**src/rtl/spu_mamem_arb.sv**
```systemverilog
// spu_mamem_arb: arbiter sharing the single mamem read/write port between
// mared, maexp, ldop and stop, with multi-beat locking and a write-to-read
// turnaround bubble.
// Build option SPU_MAMEM_ARB_RR_EN: ldop and stop alternate via a 1-bit
// round-robin pointer; when undefined, ldop has fixed priority over stop.
module spu_mamem_arb (
    input  logic       rclk,
    input  logic       reset,
    input  logic       se,
    input  logic       spu_mared_mem_req,
    input  logic       spu_mared_mem_wr,
    input  logic       spu_mared_lock,
    input  logic       spu_maexp_mem_req,
    input  logic       spu_ldop_mem_req,
    input  logic       spu_ldop_lock,
    input  logic       spu_stop_mem_req,
    input  logic       spu_stop_lock,
    input  logic       spu_mactl_kill_op,
    input  logic       spu_mactl_stxa_force_abort,
    output logic [3:0] spu_mamem_gnt,
    output logic       spu_mamem_rd_en,
    output logic       spu_mamem_wr_en,
    output logic [1:0] spu_mamem_owner,
    output logic       spu_mamem_lock_vld,
    output logic       spu_mamem_conflict
);

    typedef enum logic [1:0] {
        IDLE = 2'd0,
        LOCK = 2'd1,
        TURN = 2'd2
    } state_t;

    localparam logic [1:0] ID_MARED = 2'd0;
    localparam logic [1:0] ID_MAEXP = 2'd1;
    localparam logic [1:0] ID_LDOP  = 2'd2;
    localparam logic [1:0] ID_STOP  = 2'd3;

    state_t     state;
    state_t     state_d;
    logic [1:0] owner_d;
    logic [1:0] win_idx;
    logic [1:0] gnt_idx;
    logic [1:0] last_writer;
    logic       win_vld;
    logic       win_wr;
    logic       last_wr;
    logic       cyc_wr;
    logic       abort;
    logic       bubble;
    logic [3:0] req;
    logic [3:0] lock_req;
    logic [3:0] wr_req;
    logic [3:0] gnt;
    logic       scan_unused;

`ifdef SPU_MAMEM_ARB_RR_EN
    logic       rr_ptr;
`endif

    // Requester vectors indexed {stop, ldop, maexp, mared}.
    assign req      = {spu_stop_mem_req, spu_ldop_mem_req, spu_maexp_mem_req, spu_mared_mem_req};
    assign lock_req = {spu_stop_lock, spu_ldop_lock, 1'b0, spu_mared_lock};
    assign wr_req   = {1'b0, 1'b1, 1'b0, spu_mared_mem_wr};
    assign abort    = spu_mactl_kill_op | spu_mactl_stxa_force_abort;

    // No scan chain is modelled inside this block.
    assign scan_unused = se;

    // Fixed-priority winner selection: mared > maexp > ldop/stop.
    always_comb begin
        win_vld = 1'b1;
        win_idx = ID_MARED;
        if (req[ID_MARED])
            win_idx = ID_MARED;
        else if (req[ID_MAEXP])
            win_idx = ID_MAEXP;
`ifdef SPU_MAMEM_ARB_RR_EN
        else if (req[ID_LDOP] && req[ID_STOP])
            win_idx = rr_ptr ? ID_STOP : ID_LDOP;
`endif
        else if (req[ID_LDOP])
            win_idx = ID_LDOP;
        else if (req[ID_STOP])
            win_idx = ID_STOP;
        else
            win_vld = 1'b0;
    end

    assign win_wr = wr_req[win_idx];
    assign bubble = last_wr && (win_idx != last_writer) && !win_wr;

    // Next-state and grant decode; aborts and reset suppress all grants.
    always_comb begin
        gnt     = 4'b0000;
        state_d = state;
        owner_d = spu_mamem_owner;
        if (reset || abort) begin
            state_d = IDLE;
        end else begin
            case (state)
                LOCK: begin
                    if (req[spu_mamem_owner])
                        gnt[spu_mamem_owner] = 1'b1;
                    if (!lock_req[spu_mamem_owner])
                        state_d = (req[spu_mamem_owner] && wr_req[spu_mamem_owner]) ? TURN : IDLE;
                end
                default: begin
                    // IDLE and TURN both re-arbitrate; a read by a different
                    // requester right after a write costs one empty cycle.
                    state_d = IDLE;
                    if (win_vld && !bubble) begin
                        gnt[win_idx] = 1'b1;
                        if (lock_req[win_idx]) begin
                            state_d = LOCK;
                            owner_d = win_idx;
                        end else if (win_wr) begin
                            state_d = TURN;
                        end
                    end
                end
            endcase
        end
    end

    assign gnt_idx         = (state == LOCK) ? spu_mamem_owner : win_idx;
    assign cyc_wr          = |(gnt & wr_req);
    assign spu_mamem_gnt   = gnt;
    assign spu_mamem_wr_en = cyc_wr;
    assign spu_mamem_rd_en = (|gnt) & ~cyc_wr;

    // State, ownership, conflict and last-write tracking registers.
    always_ff @(posedge rclk) begin
        if (reset) begin
            state              <= IDLE;
            spu_mamem_owner    <= ID_MARED;
            spu_mamem_lock_vld <= 1'b0;
            spu_mamem_conflict <= 1'b0;
            last_wr            <= 1'b0;
            last_writer        <= ID_MARED;
        end else begin
            state              <= state_d;
            spu_mamem_owner    <= owner_d;
            spu_mamem_lock_vld <= (state_d == LOCK);
            spu_mamem_conflict <= |(req & ~gnt);
            last_wr            <= cyc_wr;
            if (cyc_wr)
                last_writer <= gnt_idx;
        end
    end

`ifdef SPU_MAMEM_ARB_RR_EN
    // Round-robin pointer points away from whichever of ldop/stop was last served.
    always_ff @(posedge rclk) begin
        if (reset)
            rr_ptr <= 1'b0;
        else if (gnt[ID_LDOP])
            rr_ptr <= 1'b1;
        else if (gnt[ID_STOP])
            rr_ptr <= 1'b0;
    end
`endif

endmodule

```
**config.mk**
```make
export PLATFORM = sky130hd
export DESIGN_NAME = spu_mamem_arb
export DESIGN_NICKNAME = d
export VERILOG_FILES = /design/src/rtl/spu_mamem_arb.sv
export SDC_FILE = /design/constraint.sdc
export NUM_CORES = 1
export LEC_CHECK = 0
export CORE_AREA = 2 2 39 41
export CTS_BUF_LIST = sky130_fd_sc_hd__clkbuf_16
export CTS_CLUSTER_DIAMETER = 50
export DETAILED_ROUTE_END_ITERATION = 7
export DIE_AREA = 0 0 41 43
export DONT_BUFFER_PORTS = 1
export PLACE_DENSITY = 0.73
export SYNTH_ARGS = -nofsm -noshare
export SYNTH_HDL_FRONTEND = slang
export SYNTH_SLANG_ARGS = --single-unit
```
**constraint.sdc**
```tcl
create_clock -name rclk -period 3.4 [get_ports rclk]
set_input_delay 0.51 -clock rclk [delete_from_list [all_inputs] [get_ports rclk]]
set_output_delay 0.51 -clock rclk [all_outputs]
set_load 0.05 [all_outputs]
```
==> results_dict.tcl <==
set metrics [dict create \
    max-cap-violations 0 \
    switching_share 0.2279 \
    crit_family "simple AND/OR/NAND/NOR gates" \
    cts_htree_levels 1 \
    synth_flop_cell "dfxtp_1" \
    ys_ff_latch 9 \
    num_rows 14 \
    crit_arrival_ps 2130 \
    clockBufferDepth 2 \
    drt_wl_total_um 1879 \
    path_class "register to output pin" \
    slowest_stage "mux2_2" \
    p_clk_frac 0.578 \
    die_h_um 43 \
    async_flop_share 0 \
    yosysTopAreaCell "dfxtp_1" \
    power_frac_comb 0.105 \
    cp-start-kind "register" \
    cts_sinks 9 \
    fin_tns_setup_ps 0 \
    period_share 0.7772 \
    fill_cells 128 \
    syn-num-nets 110 \
    slowest_delay_ps 390 \
    status "finished clean" \
    synth.top_cell.area_share 0.2372 \
    yosys-top-cells-area "dfxtp_1, nand2_1, mux2i_1" \
    end_kind "output pin" \
    drt_pass1_iterations 4 \
    syn-instance-count 97 \
    cts_tree "done" \
    p_int_mw 0.2780 \
    root_buffer "clkbuf_16" \
    vias 779 \
    ctsResizeCount 0 \
    via_per_inst 6.716 \
    path_cells "nor2b_2 > mux2_2 > nand3_1 > o41ai_2 > buf_4 > a41oi_1 > buf_4" \
    syn_avg_cell_area_um2 7.830 \
    clk-insertion-delay-late_ps 240 \
    place_inst 112 \
    gp_congestion 0.9199 \
    grt_antenna_before_repair 0 \
    drt_iter0_drc 37 \
    drc_errors 0 \
    dieArea_mm2 0.001763 \
    yosysSeqAreaShare 0.2372 \
    io_pins 23 \
    grt.overflow.total 0 \
    num_antenna_cells 0 \
    final_antenna_net_count 0 \
    ys_warn_count 0 \
    first_global_vias 750 \
    io_buffers 0 \
    relSlewSlack 0.6250 \
    die_w_um 41 \
    final_area_um2 864.6 \
    critical_path_required_ps 2890 \
    path_buf_inv 2 \
    fin_crit_ps 2643 \
    grt_pass1_wl_um 3194 \
    clkSlewWorstSetupHoldPaths_ps 40 \
    power.leakage_nw 0.3698 \
    placed_area_um2 785.8 \
    setup_violations 0 \
    syn-cell-area_um2 759.5 \
    switchingPower_mw 0.08206 \
    fin_skew_ps 1.750 \
    hold_class "input pin to register" \
    hpwlAfterDp_um 1396 \
    layout.nets 114 \
    crit_top_cell "buf_4" \
    drive_gt1_frac 0.1600 \
    hold_viol_final 0 \
    wl_per_cell_um 16.20 \
    place_ws_ps 943.0 \
    timing.final.ws_setup_ps 757.5 \
    synthToLayoutAreaGrowth_pct 13.84 \
    ys_types 45 \
    max_freq_mhz 378.4 \
    power_frac_seq 0.317 \
    slew_viol_final 0 \
    numCtsBuffers 3 \
    crit_fanout 6 \
    peakVddDrop_v 0.0002829 \
    holdBufCountCts 0 \
    postCtsSetupBuffers 0 \
    initial_core_util 0.5488 \
    grt_setup_unrepaired "no" \
    p_per_area_mw_per_mm2 416.4 \
    instances_no_fill 116 \
    grt_start_max_net_pins 15 \
    coreArea_mm2 0.001384 \
    synthTopCellsByCount "dfxtp_1, nand2_1, nor2_1" \
    synth_edf_count 0 \
    final_core_util 0.6248 \
    grt_usage 0.2570 \
    worst_pin_slew_ps 558.2 \
]
[metal layers]
| layer | vias to the layer above | routed length, um | GRT usage |
|---|---|---|---|
| met1 | 358 | 768 | 0.3408 |
| met4 | 0 | 20 | 0.08000 |
| met5 | - | 0 | 0 |
| met3 | 4 | 201 | 0.05236 |
| met2 | 53 | 889 | 0.4000 |
| li1 | 364 | - | - |
[path summary, 6_finish.rpt]
| kind | from | end | slack, ps | cells past startpoint |
|---|---|---|---|---|
| max | state[0] | spu_mamem_rd_en | 760 | 7 |
| min | reset | spu_mamem_conflict | 340 | 1 |
| max reg2reg | state[0] | last_writer[1] | 1320 | 5 |
| min reg2reg | last_writer[0] | last_writer[0] | 540 | 1 |
[placed cells by master (no fill, tap or decap), drive strengths merged, types with 4 or more instances in the layout]
master	count
nand2	9
nand3	6
inv	7
o21ai	7
dfxtp	9
nor2	8
nor2b	5
buf	4
[state kept, by name, summed over array words and instances, names as in the netlist]
| name | count |
|---|---|
| last_writer | 2 |
| spu_mamem_owner | 2 |
| state | 2 |
| last_wr | 1 |
| spu_mamem_conflict | 1 |
| spu_mamem_lock_vld | 1 |
[power groups by stage]
stage / Sequential (mW) / Clock (mW) / Combinational [mW]
3_5_place_dp: 0.116 / 0 / 0.0373
2_1_floorplan: 0.116 / 0 / 0.0354
6_report: 0.114 / 0.208 / 0.0377
4_1_cts: 0.114 / 0.210 / 0.0375
5_1_grt: 0.114 / 0.213 / 0.0413
3_3_place_gp: 0.116 / 0 / 0.0365
[worst reg2reg max path: stages (launching register included)]
cell and delay [ps]:
dfxtp_1 340, nor2b_2 310, mux2_2 390, nand3_1 150, clkinv_1 390, o221a_1 390
[cell type report]
type                            instances  area, um^2  share of cell area
Clock buffer                            3       75.07             0.08683
Clock inverter                          1       3.754            0.004342
Inverter                                7       26.28             0.03039
Multi-Input combinational cell         76       529.3              0.6122
Sequential cell                         9       180.2              0.2084
Tap cell                               16       20.02             0.02315
Timing Repair Buffer                    4       30.03             0.03473
[stage by stage]
step	total power [mW]	hold slack (ps)
6_report	0.3600	342.6
5_1_grt	0.3683	345.0
4_1_cts	0.3618	341.8
3_5_place_dp	0.1532	538.5
3_3_place_gp	0.1524	533.4
2_1_floorplan	0.1514	507.8
[logic make-up (layout without fill, tap and decap cells)]
kind of cell / count (synthesis) / count (layout) / share of synthesized area
AO/OA/AOI/OAI: 27 / 27 / 0.2883
buffers and inverters: 12 / 15 / 0.06589
multiplexers: 5 / 5 / 0.06919
flip-flops: 9 / 9 / 0.2372
AND/OR/NAND/NOR: 44 / 44 / 0.3394
Note: power is estimated with default switching activity, not from simulation.
